<file path="config.mk">
export PLATFORM = sky130hd
export DESIGN_NAME = c3lib_ckg_ctrl
export DESIGN_NICKNAME = d
export VERILOG_FILES = /design/src/rtl/c3lib_ckg_ctrl.sv
export SDC_FILE = /design/constraint.sdc
export NUM_CORES = 1
export LEC_CHECK = 0
export CORE_MARGIN = 2
export CORE_UTILIZATION = 35
export DETAILED_ROUTE_END_ITERATION = 10
export RECOVER_POWER = 100
export SLEW_MARGIN = 25
export SYNTH_ARGS = -nofsm -noshare
export SYNTH_HDL_FRONTEND = slang
export SYNTH_SLANG_ARGS = --single-unit
</file>
<file path="constraint.sdc">
create_clock -name clk -period 1.7 [get_ports clk]
set_input_delay 0.17 -clock clk [delete_from_list [all_inputs] [get_ports clk]]
set_output_delay 0.17 -clock clk [all_outputs]
set_load 0.02 [all_outputs]
</file>
<file path="src/rtl/c3lib_ckg_ctrl.sv">
// Demand-driven clock-gating controller: req/ack wake handshake, idle hysteresis,
// gated-off cycle telemetry and an integrated glitch-free ICG cell.

module c3lib_ckg_lvt_8x (
  input  logic clk,
  input  logic en,
  input  logic te,
  output logic gated_clk
);

  logic en_lat;

  // Transparent while clk is low so the AND below can only open on a full high phase.
  always_latch begin
    if (!clk) en_lat = en | te;
  end

  assign gated_clk = clk & en_lat;

endmodule

module c3lib_ckg_ctrl #(
  parameter int unsigned NUM_REQ  = 4,
  parameter int unsigned WAKE_CYC = 2,
  parameter int unsigned IDLE_CYC = 16,
  parameter int unsigned CNT_W    = 16
) (
  input  logic               clk,
  input  logic               rst_n,
  input  logic [NUM_REQ-1:0] req,
  output logic [NUM_REQ-1:0] ack,
  input  logic               force_on,
  input  logic               tst_en,
  input  logic               cnt_clr,
  output logic               clk_en,
  output logic               gated_clk,
  output logic [CNT_W-1:0]   gated_cyc_cnt
);

  localparam int unsigned MAX_CYC = (WAKE_CYC > IDLE_CYC) ? WAKE_CYC : IDLE_CYC;
  localparam int unsigned CW      = (MAX_CYC > 1) ? $clog2(MAX_CYC) : 1;
  localparam logic [CW-1:0] WAKE_LD = CW'(WAKE_CYC - 1);
  localparam logic [CW-1:0] IDLE_LD = CW'(IDLE_CYC - 1);

  typedef enum logic [1:0] {
    OFF  = 2'd0,
    WAKE = 2'd1,
    ON   = 2'd2,
    HOLD = 2'd3
  } state_t;

  state_t               state, next_state;
  logic [CW-1:0]        cnt, next_cnt;
  logic                 any;
  logic                 clk_en_d;
  logic [NUM_REQ-1:0]   ack_d;

  assign any = (|req) | force_on;

  always_ff @(posedge clk or negedge rst_n) begin
    if (!rst_n) begin
      state <= OFF;
      cnt   <= '0;
    end else begin
      state <= next_state;
      cnt   <= next_cnt;
    end
  end

  always_comb begin
    next_state = state;
    next_cnt   = cnt;
    case (state)
      OFF: begin
        if (any) begin
          next_state = WAKE;
          next_cnt   = WAKE_LD;
        end
      end
      // WAKE always runs its full settle time, even if every request has dropped.
      WAKE: begin
        if (cnt != '0) begin
          next_cnt = cnt - 1'b1;
        end else if (any) begin
          next_state = ON;
        end else begin
          next_state = HOLD;
          next_cnt   = IDLE_LD;
        end
      end
      ON: begin
        if (!any) begin
          next_state = HOLD;
          next_cnt   = IDLE_LD;
        end
      end
      HOLD: begin
        if (any) begin
          next_state = ON;
        end else if (cnt != '0) begin
          next_cnt = cnt - 1'b1;
        end else begin
          next_state = OFF;
        end
      end
      default: begin
        next_state = OFF;
        next_cnt   = '0;
      end
    endcase
  end

  always_comb begin
    clk_en_d = (next_state != OFF);
    ack_d    = (next_state == ON) ? req : '0;
  end

  always_ff @(posedge clk or negedge rst_n) begin
    if (!rst_n) begin
      clk_en <= 1'b0;
      ack    <= '0;
    end else begin
      clk_en <= clk_en_d;
      ack    <= ack_d;
    end
  end

  always_ff @(posedge clk or negedge rst_n) begin
    if (!rst_n) begin
      gated_cyc_cnt <= '0;
    end else if (cnt_clr) begin
      gated_cyc_cnt <= '0;
    end else if (!clk_en && (gated_cyc_cnt != '1)) begin
      gated_cyc_cnt <= gated_cyc_cnt + CNT_W'(1);
    end
  end

  c3lib_ckg_lvt_8x u_icg (
    .clk       (clk),
    .en        (clk_en),
    .te        (tst_en),
    .gated_clk (gated_clk)
  );

endmodule

</file>
==> impl_metrics.py, run 1 <==
metrics = {
    "run_status": {
        "status": "complete, but fails checks",
        "failed_checks": "setup timing",
    },
    "route": {
        "wl_per_cell_um": 13.9,
        "ant_nets": 0,
        "first_pass_iters": 4,
        "viasPerCell": 5.43,
        "initialDrtViolationCount": 57,
        "vias": 1602,
        "routed_wl_um": 4110,
        "drc_errors": 0,
    },
    "timing": {
        "skew_ns": 0.00238,
        "hold_viol_final": 0,
        "fin_ws_ns": -0.348,
        "max_slew.worst_pin.slew_ns": 0.690,
        "finalSetupViolCount": 14,
        "maxSlewHeadroom_pct": 54.0,
        "hold_slack_ns": 0.353,
        "rsz0062_at_grt": "yes",
        "maxSlewViolCount": 0,
    },
    "logic_synthesis": {
        "netlist_area_sq_um": 1610,
        "ys_warn_count": 0,
        "synth-edff-count": 0,
        "avgSynthCellArea_sq_um": 9.28,
        "synth_top_family_by_area": "simple AND/OR/NAND/NOR gates",
        "synthFlopType": "dfrtp_1",
        "ys_seq_elements": 28,
        "synth_compound_area_share_pct": 15.4,
        "synth_cells": 173,
        "synthXorXnorAreaFrac_pct": 0,
        "syn_nets": 184,
        "synth-adder-area-share_pct": 1.56,
        "synth_top_area_cell": "dfrtp_1",
        "synthMuxAreaShare_pct": 5.30,
        "synth-simple-area-share_pct": 31.4,
        "synth-async-reset-ratio_pct": 96.4,
        "synth_top_area_share_pct": 42.1,
        "yosys-top-cells-area": "dfrtp_1, nor2_1, a21oi_1, o21ai_0, mux2_2",
        "ys_types": 45,
    },
    "critical_path": {
        "crit_slowest_cell": "dlxtn_2",
        "path_class": "latch -> out",
        "path_delay_family": "latches",
        "required_ns": 1.53,
        "critPathLaunchType": "latch",
        "r2r_start": "gated_cyc_cnt[1]",
        "end_kind": "output pin",
        "arrival_ns": 1.88,
        "setup.worst_path.start": "u_icg.en_lat",
        "crit_buf_inv": 1,
        "slowest_delay_ns": 0.40,
        "worstPathMaxFanout": 1,
        "crit_chain": "and2_4, buf_6",
    },
    "die": {
        "boundaryPins": 31,
        "core_sq_um": 4380,
        "rows": 24,
        "die-width_um": 71.7,
        "die_h_um": 71.7,
        "start_util_pct": 36.6,
        "die-area_sq_um": 5140,
    },
    "placed_design": {
        "port-buffer-count": 30,
        "hpwl_um": 3010,
        "dpl_cell_area_sq_um": 2240,
        "gp_congestion": 0.883,
    },
    "layout": {
        "final_layout_size_suffix_gt1_share_pct": 30.9,
        "antenna_cells": 0,
        "final_design_area_no_fill_sq_um": 2320,
        "layout_commonest_cell": "buf_4",
        "final_util_pct": 53.0,
        "area_growth_pct": 44.7,
        "layout_common_cells": "buf_4, dfrtp_1, nor2_1",
        "final_net_count": 255,
    },
    "global_route": {
        "antenna_found_initial": 0,
        "grt_pass1_vias": 1611,
        "grt_pass1_wl_um": 6820,
        "grt_max_degree": 28,
        "grtUsageTotal_pct": 16.8,
        "globalRouteOverflowTotal": 0,
    },
    "clocking": {
        "clk_pin_slew_ns": 0.10,
        "clk_latency_ns": 0.37,
        "cts_tree": "built",
    },
    "power_and_ir_drop": {
        "power_density_nw_per_um2": 719,
        "p_leak_nw": 0.957,
        "vdd_drop_max_uv": 452,
    },
    "flow_run": {
        "maxCapViolations": 0,
    },
    "hold_path": {
        "hold_path_class": "in -> async",
    },
}
[routing by layer]
| metal | wire (um) | track usage, % | part of all wire, % |
|---|---|---|---|
| met1 | 1730 | 18.3 | 42 |
| met4 | 41 | 7.55 | 1.0 |
| met2 | 2200 | 30.6 | 54 |
| met5 | 0 | 0 | 0 |
| met3 | 139 | 4.36 | 3.4 |
[synthesized netlist by cell type (all sizes together) (2+ instances only)]
| cell type | instances |
|---|---|
| nand3 | 6 |
| or2 | 3 |
| o22a | 2 |
| nand2 | 11 |
| nand2b | 4 |
| nor2 | 18 |
| or3 | 3 |
| clkbuf | 6 |
| nor2b | 6 |
| nand4 | 5 |
| mux2i | 4 |
| a211oi | 2 |
| and2 | 6 |
| mux2 | 4 |
| a21oi | 13 |
| o21ai | 9 |
| nor3 | 5 |
| inv | 5 |
| o21bai | 2 |
| ha | 2 |
| or4 | 3 |
| o31ai | 3 |
| and3 | 3 |
| dfrtp | 27 |
| nor4 | 6 |
[cell type report]
| type | count | area [sq um] |
|---|---|---|
| clock buffer | 8 | 97.6 |
| fill | 417 | 2060 |
| inverter | 5 | 18.8 |
| multi-input combinational | 133 | 923 |
| sequential | 28 | 698 |
| tap | 52 | 65.1 |
| timing repair buffer | 69 | 519 |
[timing repair]
| item | in CTS | in global routing |
|---|---|---|
| pin swaps | 2 | 7 |
| endpoints found under the hold margin | 0 | 0 |
| setup buffers | 2 | 4 |
| setup endpoints to repair | 8 | 15 |
| gates resized for setup | 12 | 16 |
| gates cloned | 0 | 0 |
| hold buffers | 0 | 0 |
[path summary, 6_finish.rpt]
path / end / slack (ns) / cells past startpoint
max: gated_clk / -0.35 / 2
min: gated_cyc_cnt[0] / 0.35 / 2
max reg2reg: gated_cyc_cnt[9] / -0.13 / 6
min reg2reg: cnt[1] / 0.60 / 2
max in group asynchronous: gated_cyc_cnt[4] / 0.87 / 2
min in group clk: ack[3] / 0.39 / 2
[cells by family (layout without fill, tap and decap cells)]
group	count (synthesis)	after routing
buffers and inverters	12	82
DFF	27	27
AOI/OAI and AO/OA	39	39
adders and majority gates	2	2
muxes	8	8
and+or+nand+nor	84	84
latches	1	1
[power by group]
| group | switching, W | total, W | internal, W |
|---|---|---|---|
| sequential | 0.0000188 | 0.000710 | 0.000692 |
| clock | 0.000282 | 0.000675 | 0.000393 |
| combinational | 0.000147 | 0.000285 | 0.000138 |
[through the flow]
step / power [W] / setup TNS, ns / cells / setup WS [ns]
floorplan: 0.000934 / 0 / 173 / 0
global placement: 0.00110 / -0.372 / 282 / -0.372
detailed placement: 0.00111 / -0.408 / 282 / -0.372
CTS: 0.00170 / -0.355 / 291 / -0.355
global route: 0.00178 / -2.42 / 295 / -0.405
finish: 0.00167 / -1.01 / 295 / -0.348
[flip-flops by register name (all words and copies together) (netlist names)]
register / cells
ack: 4
clk_en: 1
cnt: 4
gated_cyc_cnt: 16
state: 2
u_icg.en_lat: 1
Note: power is estimated with default switching activity, not from simulation.
==> run 2: changes to the inputs <==
ABC_CLOCK_PERIOD_IN_PS = 1700   (was unset)
CORE_ASPECT_RATIO = 1.1   (was unset)
SYNTH_HIERARCHICAL = 1   (was unset)
==> impl_metrics.py, run 2 <==
metrics = {
    "timing": {
        "finalSetupTns_ns": -0.401,
        "rsz0062_at_grt": "yes",
        "finalSetupViolCount": 3,
        "maxSlewViolCount": 0,
        "hold_viol_final": 0,
        "max_slew.worst_pin.slew_ns": 0.693,
        "skew_ns": 0.0123,
        "fin_ws_ns": -0.340,
        "maxSlewHeadroom_pct": 53.8,
        "hold_slack_ns": 0.355,
    },
    "critical_path": {
        "end_kind": "output pin",
        "path_class": "latch -> out",
        "arrival_ns": 1.87,
        "critPathLaunchType": "latch",
        "required_ns": 1.53,
        "worstPathMaxFanout": 1,
    },
    "route": {
        "ant_nets": 0,
        "first_pass_iters": 4,
        "routed_wl_um": 3930,
        "drc_errors": 0,
        "wl_per_cell_um": 14.1,
        "viasPerCell": 5.41,
        "vias": 1509,
        "initialDrtViolationCount": 122,
    },
    "die": {
        "rows": 25,
        "start_util_pct": 36.6,
        "die-area_sq_um": 5070,
        "die_h_um": 74.5,
        "die-width_um": 68.1,
        "boundaryPins": 31,
        "core_sq_um": 4320,
    },
    "layout": {
        "largest_reg_flops": 16,
        "nFillCells": 416,
        "layout_common_cells": "dfrtp_1, buf_4, clkdlybuf4s50_1",
        "area_growth_pct": 39.4,
        "layout_commonest_cell": "dfrtp_1",
        "final_layout_size_suffix_gt1_share_pct": 27.1,
        "final_net_count": 237,
        "regMostFlops": "gated_cyc_cnt",
        "final_design_area_no_fill_sq_um": 2200,
        "antenna_cells": 0,
        "multi_input_comb_area_sq_um": 873,
        "regArea_sq_um": 694,
        "reg_top3": "gated_cyc_cnt: 16 flops, ack: 4 flops, cnt: 4 flops",
    },
    "logic_synthesis": {
        "synth-async-reset-ratio_pct": 96.4,
        "synthFlopType": "dfrtp_1",
        "synth-edff-count": 0,
        "syn_nets": 178,
        "avgSynthCellArea_sq_um": 9.46,
        "synth_top_area_share_pct": 42.8,
        "ys_warn_count": 6,
        "synth_common_cells": "dfrtp_1, a21oi_1, nand3_1, o21ai_0",
        "synth_cells": 167,
        "ys_types": 51,
        "yosys-top-cells-area": "dfrtp_1, a21oi_1, nand3_1, o21ai_0, nor3_1",
        "synth_top_area_cell": "dfrtp_1",
        "ys_seq_elements": 28,
        "netlist_area_sq_um": 1580,
        "yosysMostFrequentCell": "dfrtp_1",
    },
    "flow_run": {
        "maxCapViolations": 0,
    },
    "power_and_ir_drop": {
        "p_seq_share_pct": 37.6,
        "total_power_w": 0.00198,
        "switching_share_pct": 28.0,
        "p_leak_nw": 0.886,
        "vdd_drop_max_uv": 645,
        "power_density_nw_per_um2": 898,
        "clkPwrFrac_pct": 39.0,
        "power.internal_w": 0.00142,
        "power.switching_w": 0.000554,
        "combinationalPowerShare_pct": 23.4,
    },
    "clocking": {
        "cts_hold_buffers": 0,
        "clk_latency_ns": 0.38,
        "clk_pin_slew_ns": 0.10,
        "cts_tree": "built",
    },
    "run_status": {
        "status": "complete, but fails checks",
        "failed_checks": "setup timing",
    },
    "global_route": {
        "grt_pass1_vias": 1435,
        "grt_pass1_wl_um": 6580,
        "grtUsageTotal_pct": 17.6,
        "globalRouteOverflowTotal": 0,
        "antenna_found_initial": 0,
        "grt_max_degree": 28,
    },
    "placed_design": {
        "pre_cts_slack_ns": -0.369,
        "gp_congestion": 0.833,
        "port-buffer-count": 30,
        "hpwl_um": 2830,
        "dpl_cell_area_sq_um": 2130,
    },
    "hold_path": {
        "hold_path_class": "in -> async",
    },
}
==> run 2: area by class of cell <==
| cell class | count | share of cell area (%) |
|---|---|---|
| clock buffers | 8 | 5.40 |
| flip-flops and latches | 28 | 31.5 |
| well taps | 54 | 3.07 |
| repair buffers | 58 | 19.7 |
| inverters | 4 | 0.682 |
| multi-input cells | 127 | 39.7 |
==> run 2: metal layers <==
layer / share of wire [%] / vias to the layer above / track usage [%]
li1: - / 746 / -
met1: 46 / 719 / 21.7
met2: 47 / 39 / 27.8
met3: 5.3 / 5 / 6.66
met4: 1.4 / 0 / 6.89
met5: 0 / - / 0
==> run 2: cells by family (layout without fill, tap and decap cells) <==
logic type / count (synthesis) / count (layout) / synth area share [%]
latches: 1 / 1 / 0.950
adder cells (fa/ha/maj): 2 / 2 / 1.58
multiplexers: 3 / 3 / 2.14
flip-flops: 27 / 27 / 42.8
AO/OA/AOI/OAI: 45 / 45 / 19.4
buffers and inverters: 12 / 70 / 3.17
AND/OR/NAND/NOR: 77 / 77 / 30.0
==> run 2: power by group through the flow <==
| stage | sequential [W] | combinational (W) | clock, W |
|---|---|---|---|
| 2_1_floorplan | 0.000759 | 0.000268 | 0.0000509 |
| 3_3_place_gp | 0.000758 | 0.000453 | 0.0000956 |
| 3_5_place_dp | 0.000759 | 0.000472 | 0.0000956 |
| 4_1_cts | 0.000747 | 0.000472 | 0.000761 |
| 5_1_grt | 0.000750 | 0.000521 | 0.000835 |
| 6_report | 0.000743 | 0.000463 | 0.000771 |
==> run 2: critical path: stages, from the launching register on <==
cell and delay, ns:
dlxtn_1 0.39, and2_4 0.13, buf_6 0.10
==> run 2: timing repair <==
action,in CTS,in global routing
resized for setup,6,21
pin swaps,0,3
endpoints found under the setup margin,5,22
setup buffers,1,1
==> run 2: per-stage QoR <==
stage               instances  utilization [%]
floorplan                 167                -
global placement          270             49.2
detailed placement        270             49.2
CTS                       278             51.8
global route              279             51.0
finish                    279             51.0
==> run 2: path summary, 6_finish.rpt <==
kind,start,to,slack (ns),depth (start not counted)
worst min register to register,gated_cyc_cnt[14],gated_cyc_cnt[14],0.59,2
worst max register to register,gated_cyc_cnt[0],gated_cyc_cnt[3],0.02,6
worst max-delay path,u_icg/en_lat,gated_clk,-0.34,2
min in group clk,req[2],ack[2],0.37,2
max in group asynchronous,rst_n,gated_cyc_cnt[0],0.85,2
worst min-delay path,rst_n,cnt[3],0.35,2
==> run 3: changes to the inputs <==
ABC_CLOCK_PERIOD_IN_PS = unset   (was 1700)
==> results of run 3 <==
The final DEF is identical to that of run 2; final timing and power are the same.
